===== src/rtl/serial_adder_pkg.sv =====
// Shared definitions for the bit-serial adder: FSM state encoding and default width.
package serial_adder_pkg;

    typedef enum logic [1:0] {
        ST_IDLE  = 2'd0,
        ST_SHIFT = 2'd1,
        ST_DONE  = 2'd2
    } state_t;

    localparam int ADDER_WIDTH_DEF = 8;

endpackage


===== src/rtl/serial_adder_f_adder1.sv =====
// 1-bit full-adder cell; purely combinational.
module f_adder1 (
    input  logic ain,
    input  logic bin,
    input  logic cin,
    output logic sout,
    output logic cout
);

    always_comb begin
        sout = ain ^ bin ^ cin;
        cout = (ain & bin) | (cin & (ain ^ bin));
    end

endmodule


===== src/rtl/serial_adder.sv =====
// Bit-serial WIDTH-bit adder: one f_adder1 cell fed LSB first, carry held in a register,
// operands and result exchanged over valid/ready handshakes.
module serial_adder
    import serial_adder_pkg::*;
#(
    parameter int WIDTH = ADDER_WIDTH_DEF
) (
    input  logic             clk,
    input  logic             rst,
    input  logic             in_valid,
    output logic             in_ready,
    input  logic [WIDTH-1:0] a_in,
    input  logic [WIDTH-1:0] b_in,
    input  logic             c_in,
    output logic             out_valid,
    input  logic             out_ready,
    output logic [WIDTH-1:0] sum_out,
    output logic             c_out
);

    localparam int CW = (WIDTH > 1) ? $clog2(WIDTH) : 1;
    localparam logic [CW-1:0] LAST = CW'(WIDTH - 1);

    state_t            state;
    logic [WIDTH-1:0]  a_sr;
    logic [WIDTH-1:0]  b_sr;
    logic [WIDTH-1:0]  sum_sr;
    logic              carry_q;
    logic [CW-1:0]     cnt;
    logic              fa_s;
    logic              fa_c;
    logic [WIDTH-1:0]  sum_next;

    f_adder1 u_fa (
        .ain  (a_sr[0]),
        .bin  (b_sr[0]),
        .cin  (carry_q),
        .sout (fa_s),
        .cout (fa_c)
    );

    assign in_ready = (state == ST_IDLE);
    assign sum_next = {fa_s, sum_sr[WIDTH-1:1]};

    always_ff @(posedge clk or posedge rst) begin
        if (rst) begin
            state     <= ST_IDLE;
            a_sr      <= '0;
            b_sr      <= '0;
            sum_sr    <= '0;
            carry_q   <= 1'b0;
            cnt       <= '0;
            sum_out   <= '0;
            c_out     <= 1'b0;
            out_valid <= 1'b0;
        end else begin
            case (state)
                ST_IDLE: begin
                    if (in_valid) begin
                        a_sr    <= a_in;
                        b_sr    <= b_in;
                        carry_q <= c_in;
                        cnt     <= '0;
                        state   <= ST_SHIFT;
                    end
                end
                ST_SHIFT: begin
                    a_sr    <= a_sr >> 1;
                    b_sr    <= b_sr >> 1;
                    sum_sr  <= sum_next;
                    carry_q <= fa_c;
                    // cnt is cleared rather than incremented on the last bit so it never exceeds WIDTH-1
                    if (cnt == LAST) begin
                        cnt       <= '0;
                        sum_out   <= sum_next;
                        c_out     <= fa_c;
                        out_valid <= 1'b1;
                        state     <= ST_DONE;
                    end else begin
                        cnt <= cnt + 1'b1;
                    end
                end
                ST_DONE: begin
                    if (out_ready) begin
                        out_valid <= 1'b0;
                        state     <= ST_IDLE;
                    end
                end
                default: begin
                    out_valid <= 1'b0;
                    state     <= ST_IDLE;
                end
            endcase
        end
    end

endmodule


===== config.mk =====
export PLATFORM = sky130hd
export DESIGN_NAME = serial_adder
export DESIGN_NICKNAME = d
export VERILOG_FILES = /design/src/rtl/serial_adder_pkg.sv /design/src/rtl/serial_adder_f_adder1.sv /design/src/rtl/serial_adder.sv
export SDC_FILE = /design/constraint.sdc
export NUM_CORES = 1
export LEC_CHECK = 0
export BUFFER_PORTS_ARGS = -buffer_cell sky130_fd_sc_hd__buf_2
export CAP_MARGIN = 15
export CORE_MARGIN = 2
export CORE_UTILIZATION = 46
export DETAILED_ROUTE_END_ITERATION = 16
export HOLD_SLACK_MARGIN = 0.08
export PLACE_DENSITY_LB_ADDON = 0.15
export SYNTH_ARGS = -nofsm -noshare
export SYNTH_HDL_FRONTEND = slang
export SYNTH_SLANG_ARGS = --single-unit

===== constraint.sdc =====
create_clock -name clk -period 2.02 [get_ports clk]
set_input_delay 0.101 -clock clk [delete_from_list [all_inputs] [get_ports clk]]
set_output_delay 0.101 -clock clk [all_outputs]
set_load 0.03 [all_outputs]

* Word level (Yosys, flattened, before mapping)
Index checks and enable logic that the tools add are counted.
Cells by class: add/subtract/negate cells 1, eq/ne operators 6, muxes and demuxes 16, bitwise operators 6, reduce and logical (&&, ||, !) cells 6
Operators with widths (number):
- case mux 8 bit (2 select lines) | 2
- two-way mux 8 bit | 2
- two-way mux 2 bit | 3
- two-way mux 3 bit | 2
- != test 2 bit, second input constant | 3
- case mux 2 bit (3 select lines) | 1
- case mux 3 bit (2 select lines) | 1
- AND reduction 3 bit | 2
- AND reduction 2 bit | 2
- adder 3 x 1 -> 3 bit, second input constant | 1
- == test 3 bit, second input constant | 1
- two-way mux 1 bit | 3
- case mux 1 bit (3 select lines) | 1
- AND 1 bit | 2
- == test 2 x 1 -> 1 bit, second input constant | 1
- == test 2 bit, second input constant | 1
- logical NOT 2 bit | 1
- case mux 1 bit (2 select lines) | 1
- nonzero test 2 bit | 1
- XOR 1 bit | 2
- NOT 1 bit | 1
- OR 1 bit | 1
Storage, ports and cells: flip-flop bits (word level) 40, input bits 21, output and inout port bits 11, logic and storage cells 44

* Logic depth before layout (Yosys ltp)
depth in word-level cells 4, depth in mapped cells 5, mapped depth without buffers 5

* Modules after synthesis
A second synthesis with hierarchy kept.
Unflattened totals: cells, all modules 163, area, all modules 1849.3 sq um
By module, submodules not included:
- serial_adder | instances 1, cells an instance 162, area an instance 1829.3 sq um, seq. area each 975.9 sq um
- f_adder1 | instances 1, cells an instance 1, area an instance 20.0 sq um, seq. area each 0.0 sq um

* Worst setup path before layout
Ideal clock, no wire load.
path kind flip-flop to flip-flop, from reg state[1], to reg b_sr[6], data arrival time 1359 ps, data required time 1897 ps, slack 539 ps, stages on the path, launching flop included 5, path buffers 1, period minus slack after synthesis 1481 ps, path through dfrtp_1 buf_2 nor2_2 nand3b_1 o221a_2
Between the ends: longest elaborated chain between the ends 3, elaborated cells between the ends (all ways) 6, classes of those cells 2 x eq/ne; 1 x mux; 3 x reduce/logical
RTL lines:
- start: declaration | line serial_adder.sv:24 | state_t state;
- start signal: assignment | line serial_adder.sv:47 | state <= ST_IDLE;
- start signal: assignment | line serial_adder.sv:64 | state <= ST_SHIFT;
- start signal: assignment | line serial_adder.sv:78 | state <= ST_DONE;
- logical NOT 2 bit (*)
- named net in_ready | line serial_adder.sv:11 | output logic in_ready,
- != test 2 bit (no source line) or nonzero test 2 bit (tied branches)
- AND reduction 2 bit (no source line)
- end signal: assignment | line serial_adder.sv:61 | b_sr <= b_in;
- end signal: assignment | line serial_adder.sv:69 | b_sr <= b_sr >> 1;
- end: declaration | line serial_adder.sv:26 | logic [WIDTH-1:0] b_sr;
Mark *: on every way through the listed nets, which the timed path passes. The rest lies on a longest branch. A chain may end at the register's enable or synchronous reset.

* Worst setup path after layout
from reg state[0], to out in_ready
Between the ends: longest elaborated chain between the ends 1
RTL lines:
- logical NOT 2 bit | line serial_adder.sv:42 | assign in_ready = (state == ST_IDLE);
- end: declaration | line serial_adder.sv:11
No other way between the ends.

==> out/results.ini <==
[setup_path]
crit_required_ps = 1920
worstSetupPathType = flip-flop to output pin
end_kind = output pin
critPathLaunch = state[0]
path_max_fanout = 24
critPathLaunchType = flip-flop
r2r_start = cnt[0]
arrival_ps = 1700

[timing]
relSlewSlack = 0.588
setup_viol = 0
rsz0062_at_grt = false
fin_crit_ps = 1800
max_clock_freq_mhz = 556
setup_tns_ps = 0
finalHoldViolCount = 0
tightestPinTransition_ps = 615
finClkSkew_ps = 4.95
post-route-period-util = 0.891
slew_viol_final = 0

[global_route]
antenna_found_initial = 0
grt.total_usage = 0.181
grt_overflow = 0
grt_max_degree = 40
grt_pass1_vias = 1261
grt_pass1_wl_um = 5800

[synth]
synth_fp_nets = 183
netlist_area_sq_um = 1790
synth_edf_count = 0
seq_area_frac_synth = 0.545
synth.avg_cell_area_sq_um = 11.3
synth_area_leaders = dfrtp_1 (55%), mux2_2 (5.7%), nand2_1 (5.7%)
yosysMostFrequentCell = dfrtp_1
ys.flop_type = dfrtp_1
yosys_warnings = 0
synth_cell_types = 30
synth_top_area_cell = dfrtp_1
synthTopCellsByCount = dfrtp_1 (39), nand2_1 (27), nor3b_1 (12)
synthCells = 159
netlist.area_leader.share = 0.545
ys_ff_latch = 39
async_flop_share = 1.00

[clock_tree]
cts.sinks = 39
ctsHtreeMaxLevel = 2
clock_latency_ps = 290
cts_tree = built
clk_pin_slew_ps = 70
clockBufferDepth = 2
root_buffer = clkbuf_8
numCtsBuffers = 5

[worst_hold_path]
hold_path_class = input pin to flip-flop
hold_start = a_in[1]

[cells_and_area]
layout-drive-gt1-share = 0.320
synthToLayoutAreaGrowth_pct = 18.4
final_cells = 245
postLayoutCoreUtil = 0.575
final_nets = 221
antenna_cells = 0

[floorplanning]
core-area_sq_um = 3690
num_rows = 22
die_area_sq_um = 4410
io_pins = 32
initial_core_util = 0.485
chipWidth_um = 66.4
die_y_um = 66.4

[detailed_routing]
drt_wl_total_um = 3360
wl_per_cell_um = 13.7
ant_nets = 0
vias = 1282
via_per_inst = 5.23
drc = 0
dr.pass1.iters = 4
drtIter0Drc = 76

[power]
leakage_nw = 1.02
power-per-cell-area_nw_per_um2 = 1550
p_total_mw = 3.28
peakVddDrop_v = 0.000761

[run_status]
status = finished clean

[flow_run]
cap_violations = 0

[placement]
hpwlAfterDp_um = 2350
dpl.cell_count = 234
numPortBuffers = 31
gp_congestion = 0.751

[worst paths after layout]
path | end | slack (ps) | depth (start not counted)
worst max-delay path | in_ready | 220 | 3
max in group asynchronous | b_sr[3] | 1200 | 4
worst max register to register | sum_out[0] | 470 | 4
worst min register to register | sum_sr[1] | 500 | 2
worst min-delay path | a_sr[1] | 150 | 3
min in group asynchronous | sum_out[6] | 470 | 4
[worst max-delay path, cell delays in order (launching register included)]
cell and delay [ps]:
dfrtp_1 430, buf_4 230, nor2_2 450, buf_2 290
[state kept, by name, indices dropped and copies added, names as in the netlist]
signal,count
b_sr,8
a_sr,8
out_valid,1
sum_out,8
carry_q,1
state,2
c_out,1
cnt,3
sum_sr,7
[area by class of cell]
type | instances | area [sq um]
inverters | 8 | 30.0
fillers | 326 | 1570
well taps | 48 | 60.1
multi-input cells | 103 | 734
repair buffers | 40 | 233
flip-flops and latches | 39 | 976
clock inverters | 1 | 5.00
clock buffers | 6 | 82.6
[metal layers]
metal,global-route usage,up-vias,share of wire
met5,0,-,0
met4,0.0842,0,0.021
met3,0.0579,6,0.047
met2,0.296,28,0.49
met1,0.216,623,0.44
li1,-,625,-
[where the power goes]
group | switching (mW) | internal (mW)
clock network | 0.252 | 0.268
registers | 0.199 | 1.15
logic | 0.807 | 0.608
total | 1.26 | 2.02
[layout by cell type (no fill, tap or decap), types with 4 or more instances in the layout]
cell,count
dfrtp_1,39
a21oi_1,8
nor3b_1,12
o21ai_0,5
dlygate4sd3_1,4
nor2b_1,7
clkbuf_8,6
a221oi_2,6
buf_2,31
mux2_2,9
buf_4,5
o22a_1,6
inv_1,8
nand2_1,27
[cells by family (layout without fill, tap and decap cells)]
| family | after synthesis | after routing | share of synthesized area |
|---|---|---|---|
| simple gates | 59 | 59 | 0.176 |
| flops | 39 | 39 | 0.545 |
| compound gates | 31 | 31 | 0.147 |
| buf+inv | 17 | 55 | 0.0447 |
| mux | 10 | 10 | 0.0622 |
| fa+ha+maj | 3 | 3 | 0.0252 |
[metrics by stage]
step	area (sq um)	hold WS, ps	setup slack (ps)
after floorplan	1790	237	539
after global placement	1990	235	520
after detailed placement	1990	245	470
after CTS	2110	80.1	196
after global routing	2120	152	113
final	2120	154	220
[repair_timing]
action                     CTS  global route
resized for setup            0             0
setup buffers                0             0
hold endpoints to repair    41             1
setup endpoints to repair    0             0
hold buffers                 3             1
Power figures use the tool's default switching activity.
